### config.mk
export PLATFORM = sky130hd
export DESIGN_NAME = uart_rx_byte
export DESIGN_NICKNAME = d
export VERILOG_FILES = /design/src/rtl/uart_rx_byte.sv
export SDC_FILE = /design/constraint.sdc
export NUM_CORES = 1
export LEC_CHECK = 0
export CAP_MARGIN = 20
export CELL_PAD_IN_SITES_DETAIL_PLACEMENT = 0
export CELL_PAD_IN_SITES_GLOBAL_PLACEMENT = 2
export CORE_UTILIZATION = 30
export DETAILED_ROUTE_END_ITERATION = 16
export DONT_BUFFER_PORTS = 1
export GPL_TIMING_DRIVEN = 1
export MAX_ROUTING_LAYER = met4
export PLACE_DENSITY = 0.61
export SLEW_MARGIN = 25
export SYNTH_ARGS = -nofsm -noshare
export SYNTH_HDL_FRONTEND = slang
export SYNTH_SLANG_ARGS = --single-unit
export TNS_END_PERCENT = 30
### constraint.sdc
create_clock -name CLK -period 4.1 [get_ports CLK]
set_clock_uncertainty 0.1 [all_clocks]
set_input_delay 0.82 -clock CLK [delete_from_list [all_inputs] [get_ports CLK]]
set_output_delay 0.82 -clock CLK [all_outputs]
set_load 0.05 [all_outputs]
### src/rtl/uart_rx_byte.sv
// uart_rx_byte: 8N1 serial receiver with input synchroniser and a valid/ready holding register.
module uart_rx_byte #(
    parameter int unsigned CLKS_PER_BIT = 868,
    parameter int unsigned SYNC_STAGES  = 2
) (
    input  logic       CLK,
    input  logic       RESET,
    input  logic       RS232_USB_sin,
    output logic [7:0] o_dat,
    output logic       o_valid,
    input  logic       i_ready,
    output logic       o_frame_err,
    output logic       o_overrun,
    output logic       o_busy
);

    localparam int unsigned CNT_W = (CLKS_PER_BIT > 1) ? $clog2(CLKS_PER_BIT) : 1;
    localparam logic [CNT_W-1:0] CNT_LAST = CNT_W'(CLKS_PER_BIT - 1);
    localparam logic [CNT_W-1:0] CNT_HALF = CNT_W'(CLKS_PER_BIT / 2 - 1);

    typedef enum logic [2:0] {
        S_IDLE,
        S_START,
        S_DATA,
        S_STOP,
        S_BREAK
    } state_t;

    logic [SYNC_STAGES-1:0] sync_q;
    logic                   rx_s;

    state_t           state_q, state_d;
    logic [CNT_W-1:0] clk_cnt_q, clk_cnt_d;
    logic [2:0]       bit_cnt_q, bit_cnt_d;
    logic [7:0]       shift_q, shift_d;
    logic             deliver_c;
    logic             frame_err_c;

    // Synchronise the asynchronous line; idle level is high.
    always_ff @(posedge CLK) begin
        if (RESET) begin
            sync_q <= '1;
        end else begin
            sync_q <= {sync_q[SYNC_STAGES-2:0], RS232_USB_sin};
        end
    end

    assign rx_s = sync_q[SYNC_STAGES-1];

    // State, counters and shift register.
    always_ff @(posedge CLK) begin
        if (RESET) begin
            state_q   <= S_IDLE;
            clk_cnt_q <= '0;
            bit_cnt_q <= '0;
            shift_q   <= '0;
        end else begin
            state_q   <= state_d;
            clk_cnt_q <= clk_cnt_d;
            bit_cnt_q <= bit_cnt_d;
            shift_q   <= shift_d;
        end
    end

    // Next-state logic: mid-bit sampling against the synchronised line.
    always_comb begin
        state_d     = state_q;
        clk_cnt_d   = clk_cnt_q;
        bit_cnt_d   = bit_cnt_q;
        shift_d     = shift_q;
        deliver_c   = 1'b0;
        frame_err_c = 1'b0;

        unique case (state_q)
            S_IDLE: begin
                clk_cnt_d = '0;
                if (!rx_s) begin
                    state_d = S_START;
                end
            end
            S_START: begin
                if (clk_cnt_q == CNT_HALF) begin
                    clk_cnt_d = '0;
                    bit_cnt_d = '0;
                    state_d   = rx_s ? S_IDLE : S_DATA;
                end else begin
                    clk_cnt_d = clk_cnt_q + CNT_W'(1);
                end
            end
            S_DATA: begin
                if (clk_cnt_q == CNT_LAST) begin
                    clk_cnt_d = '0;
                    shift_d   = {rx_s, shift_q[7:1]};
                    if (bit_cnt_q == 3'd7) begin
                        state_d = S_STOP;
                    end else begin
                        bit_cnt_d = bit_cnt_q + 3'd1;
                    end
                end else begin
                    clk_cnt_d = clk_cnt_q + CNT_W'(1);
                end
            end
            S_STOP: begin
                if (clk_cnt_q == CNT_LAST) begin
                    clk_cnt_d = '0;
                    if (rx_s) begin
                        deliver_c = 1'b1;
                        state_d   = S_IDLE;
                    end else begin
                        frame_err_c = 1'b1;
                        state_d     = S_BREAK;
                    end
                end else begin
                    clk_cnt_d = clk_cnt_q + CNT_W'(1);
                end
            end
            S_BREAK: begin
                clk_cnt_d = '0;
                if (rx_s) begin
                    state_d = S_IDLE;
                end
            end
            default: begin
                state_d = S_IDLE;
            end
        endcase
    end

    // Holding register, handshake and status pulses; busy tracks the next state so it equals state != IDLE.
    always_ff @(posedge CLK) begin
        if (RESET) begin
            o_dat       <= 8'h00;
            o_valid     <= 1'b0;
            o_frame_err <= 1'b0;
            o_overrun   <= 1'b0;
            o_busy      <= 1'b0;
        end else begin
            o_frame_err <= frame_err_c;
            o_overrun   <= 1'b0;
            o_busy      <= (state_d != S_IDLE);
            if (deliver_c) begin
                if (!o_valid || i_ready) begin
                    o_dat   <= shift_q;
                    o_valid <= 1'b1;
                end else begin
                    o_overrun <= 1'b1;
                end
            end else if (o_valid && i_ready) begin
                o_valid <= 1'b0;
            end
        end
    end

endmodule

# [Word level (Yosys, flattened, before mapping)]
# Index checks and enable logic that the tools add are counted.
[word_totals] ff_bits=38 inputBits=4
[op_classes] n_addsub=2 n_eq_ne=11 mux=24 bitwise_logic=3 reduce_logical=16
[op_table] cell="$mux W3" count=10
[op_table] cell="$pmux W10 S3" count=1
[op_table] cell="$mux W10" count=2
[op_table] cell="$pmux W3 S5" count=1
[op_table] cell="$add A10 B1 Y10 const B" count=1
[op_table] cell="$eq A10 B10 Y1 const B" count=1
[op_table] cell="$eq A10 B9 Y1 const B" count=1
[op_table] cell="$mux W1" count=8
[op_table] cell="$eq A3 B2 Y1 const B" count=2
[op_table] cell="$eq A3 B3 Y1 const B" count=2
[op_table] cell="$ne A2 B2 Y1 const B" count=3
[op_table] cell="$pmux W3 S2" count=1
[op_table] cell="$reduce_and A2 Y1" count=3
[op_table] cell="$reduce_bool A3 Y1" count=2
[op_table] cell="$reduce_or A2 Y1" count=3
[op_table] cell="$reduce_and A4 Y1" count=1
[op_table] cell="$reduce_bool A2 Y1" count=2
[op_table] cell="$add A3 B1 Y3 const B" count=1
[op_table] cell="$eq A3 B1 Y1 const B" count=1
[op_table] cell="$logic_not A3 Y1" count=1
[op_table] cell="$not A1 Y1" count=3
[op_table] cell="$reduce_or A3 Y1" count=1
[op_table] cell="$mux W2" count=1
[op_table] cell="$ne A2 B1 Y1 const B" count=1
[op_table] cell="other kinds (3)" count=3

# [Longest topological paths before layout]
[depth] word_depth=5 mapped_depth=7 mapped_depth_nobuf=7

# [Worst setup path before layout]
# No wires, ideal clock.
[synth_path] path_kind="reg2reg" start="reg clk_cnt_q[0]" end="reg bit_cnt_q[0]" setup_time_ns=0.128 arrival_time_ns=1.743 required_time_ns=3.872 path_slack_ns=2.129 stages_incl_launch_ff=7 n_path_buf=0 synth_period_minus_slack_ns=1.971 path_cell_list="dfxtp_1 -> ha_1 -> nand4bb_4 -> or4b_1 -> a21oi_2 -> mux2i_1 -> nor2_1"
[synth_via] elab_chain_cells=3 elab_cells_between_ends=5
[synth_rtl] element="from (decl)" line_no="33" text="logic [CNT_W-1:0] clk_cnt_q, clk_cnt_d;"
[synth_rtl] element="from (signal assigned)" line_no="59" text="clk_cnt_q <= clk_cnt_d;"
[synth_rtl] element="$eq A10 B10 Y1 / $eq A10 B9 Y1 (equally long branches)" line_no="91, 82"
[synth_rtl] element="$ne A2 B2 Y1 (no line)"
[synth_rtl] element="$reduce_and A4 Y1 (no line) *"
[synth_rtl] element="to (signal assigned)" line_no="60" text="bit_cnt_q <= bit_cnt_d;"
[synth_rtl] element="to (decl)" line_no="34" text="logic [2:0] bit_cnt_q, bit_cnt_d;"
# Every way passes the cells marked *; elsewhere a longest branch is shown, timed or not.
# A chain may end at the register's enable or synchronous reset.

# [Worst setup path after layout]
[layout_path] start="reg state_q[1]" end="reg bit_cnt_q[0]"
[layout_via] elab_chain_cells=3 elab_cells_between_ends=8
[layout_rtl] element="from (decl)" line_no="32" text="state_t state_q, state_d;"
[layout_rtl] element="from (signal assigned)" line_no="58" text="state_q <= state_d;"
[layout_rtl] element="$eq A3 B2 Y1 / $eq A3 B1 Y1 (equally long branches)" line_no="74" text="unique case (state_q)"
[layout_rtl] element="$ne A2 B2 Y1 (no line) / $reduce_bool A2 Y1 (equally long branches)"
[layout_rtl] element="$reduce_and A4 Y1 (no line)"
# Parallel ways exist; a longest one is shown, timed or not.

==> run metrics <==
most frequent cell after synthesis=dfxtp_1; part of the Yosys area used for sequential elements=~45%; syn avg cell area=9.21 sq um; layout cell share with drive strength beyond 1=10.4%; DP Area=1740 sq um; cell area after layout=~1800 sq um; Worst Hold Class=reg -> reg; Mapped Cells=185; critical path endpoint=bit_cnt_q[0]; Root Driver=clkbuf_8; diode count=0; commonest cells in the netlist=dfxtp_1, nor2_1, a21oi_1, nand2_1, nand3_1; Critical Path Sink Type=register; Post-layout nets=190; Clock power frac=between 30% and 40%; Final TNS setup=0 ns; GRT Overall Usage=13.5%; routed via count=1264; largest net degree at the start of global routing=34; switching portion of total power=23.1%; worst-path fanout max=12; worst hold margin=0.324 ns; leading area contributor after synthesis=dfxtp_1; crit path cell chain=nor3b_2 > or4b_1 > a21oi_2 > mux2i_1 > nor2_1; slew margin rel.=approximately two fifths; number of DRC markers in iteration 0=approximately 110; DRC=0; Core Region=approximately 5500 sq um; final wirelength=3490 um; worst r2r dst=bit_cnt_q[0]; fin crit share=58.3%; Worst Setup SP=state_q[1]; GP Congestion=0.801; Seq cells post-synth=38; Critical Path Start Type=register; met3 usage=3.76%; status=completed; final hold violations=0; combinational share of power=2.9%; ys flop type=dfxtp_1; Post-synth EDFFs=0; register area=761 sq um; Remaining Overflow, GRT=0; delay-heaviest family, CP=simple AND/OR/NAND/NOR gates; CTS tree=done; antenna viol nets, final=0; Unique masters post-synth=43; max_cap viols=0; met1 GRT Util=17.2%; RSZ-0062 raised after global routing=no; Pwr Density=367 nW/um^2; router iterations before antenna repair=4; worst slew pin tran=0.888 ns; first-pass GRT wire length=a little over 6000 um; Mapped Area=1700 sq um; Num CTS Buffers=5; # setup viols final=0; Post-CTS Setup Inserts=0; CTS Sinks=38; GR peak layer=met2; worst path required time=4.19 ns; Initial Utilization=30.9%; WP depth=5; top-area cell type share of the netlist area=44.6%; Syn Nets=193; PostCTS Resize Cnt=0; Max Clk Rate=419 MHz; worst flop-to-flop path startpoint=state_q[1]; Tmin final=2.39 ns; ys async rst share=0%; register clock-pin slew on the reported worst setup and hold paths=around 0.080 ns; initial antenna violation count=0; vias in the first global route=1248; internal power=0.519 mW; DR WL/cell=13.7 um; Synth area leaders=dfxtp_1, mux2i_1, a21oi_1, nor2_1, nand2_1; Buffers on Ports=0; r2r worst-path depth=5; Fill cells=between 500 and 600; io pins=16; multi-input logic area=878 sq um; Tot Pwr=0.675 mW; Clock Path Buffers=2; setup slack, reg-to-reg=1.71 ns; Area Growth Syn to Fin=7.93%; Worst VDD drop=0.144 mV; Rows=27; Worst-Skew Late Latency=0.29 ns; die height=77.4 um; Vias/cell=4.96; crit path kind=reg -> reg; Leakage Power=0.641 nW; hold-fix buffers at CTS=0; largest stage delay on the critical path=roughly 0.64 ns; Post-Route Utilization=33.4%; Final Max Slew Viols=0; switching power=approximately 0.16 mW; CP bufs+invs=0; die area=5990 sq um; H-tree levels=2; hpwl dp=2330 um; sequential power share=between 50% and 60%; M2 GR Usage=between 10% and 20%; Die Span X=77.4 um; Max stage delay cell, worst path=nor3b_2; crit path DAT=2.48 ns; synth warn=0
## flip-flops by register name, summed over array words and instances (netlist names)
| name | flops |
|---|---|
| clk_cnt_q | 10 |
| o_overrun | 1 |
| o_busy | 1 |
| shift_q | 8 |
| o_valid | 1 |
| o_frame_err | 1 |
| sync_q | 2 |
| o_dat | 8 |
| bit_cnt_q | 3 |
| state_q | 3 |
## cell usage in the layout (no fill, tap or decap), drive strengths merged, types with 2 or more instances in the layout
master and count:
nand4 2, o21ai 3, mux2i 9, nor3b 3, dfxtp 38, nand2b 6, ha 4, nor3 9
or2 4, or4b 2, nor4 3, xor2 3, nand2 16, xnor2 4, inv 4, a21oi 17
nor2 20, o41ai 2, nand3 12, clkbuf 6
## how the worst min path moves through the flow
stage	slack [ns]	from	end	cells past startpoint
6_report	0.32	sync_q[0]	sync_q[1]	1
2_1_floorplan	0.29	sync_q[0]	sync_q[1]	1
4_1_cts	0.33	sync_q[0]	sync_q[1]	1
3_3_place_gp	0.30	sync_q[0]	sync_q[1]	1
3_5_place_dp	0.31	sync_q[0]	sync_q[1]	1
5_1_grt	0.34	sync_q[0]	sync_q[1]	1
## layout make-up
class                   instances  share of cell area (%)
multi-input cells             133                    47.8
clock inverters                 2                   0.680
flip-flops and latches         38                    41.4
clock buffers                   6                    4.49
inverters                       4                   0.816
well taps                      72                    4.90
## layer usage
| metal | vias up | routed length [um] |
|---|---|---|
| li1 | 643 | - |
| met1 | 597 | 1830 |
| met2 | 19 | 1470 |
| met3 | 5 | 131 |
| met4 | 0 | 60 |
| met5 | - | 0 |
## power by group through the flow
stage / clock network (mW) / logic [mW] / registers [mW]
6_report: 0.269 / 0.0195 / 0.386
3_5_place_dp: 0 / 0.0198 / 0.395
3_3_place_gp: 0 / 0.0195 / 0.395
2_1_floorplan: 0 / 0.0235 / 0.390
4_1_cts: 0.284 / 0.0200 / 0.386
5_1_grt: 0.297 / 0.0223 / 0.387
## metrics by stage
| step | instances | worst slack [ns] |
|---|---|---|
| floorplan | 185 | 2.13 |
| global placement | 247 | 1.76 |
| detailed placement | 247 | 1.71 |
| CTS | 255 | 1.69 |
| global route | 255 | 1.51 |
| finish | 255 | 1.71 |
## logic make-up (layout without fill, tap and decap cells)
logic type | Yosys count | in the layout | synth area share [%]
xor+xnor | 7 | 7 | 3.60
simple gates | 83 | 83 | 28.5
mux | 9 | 9 | 5.29
buf+inv | 14 | 12 | 3.82
flops | 38 | 38 | 44.6
compound gates | 30 | 30 | 11.2
fa+ha+maj | 4 | 4 | 2.94
Note: power is estimated with default switching activity, not from simulation.
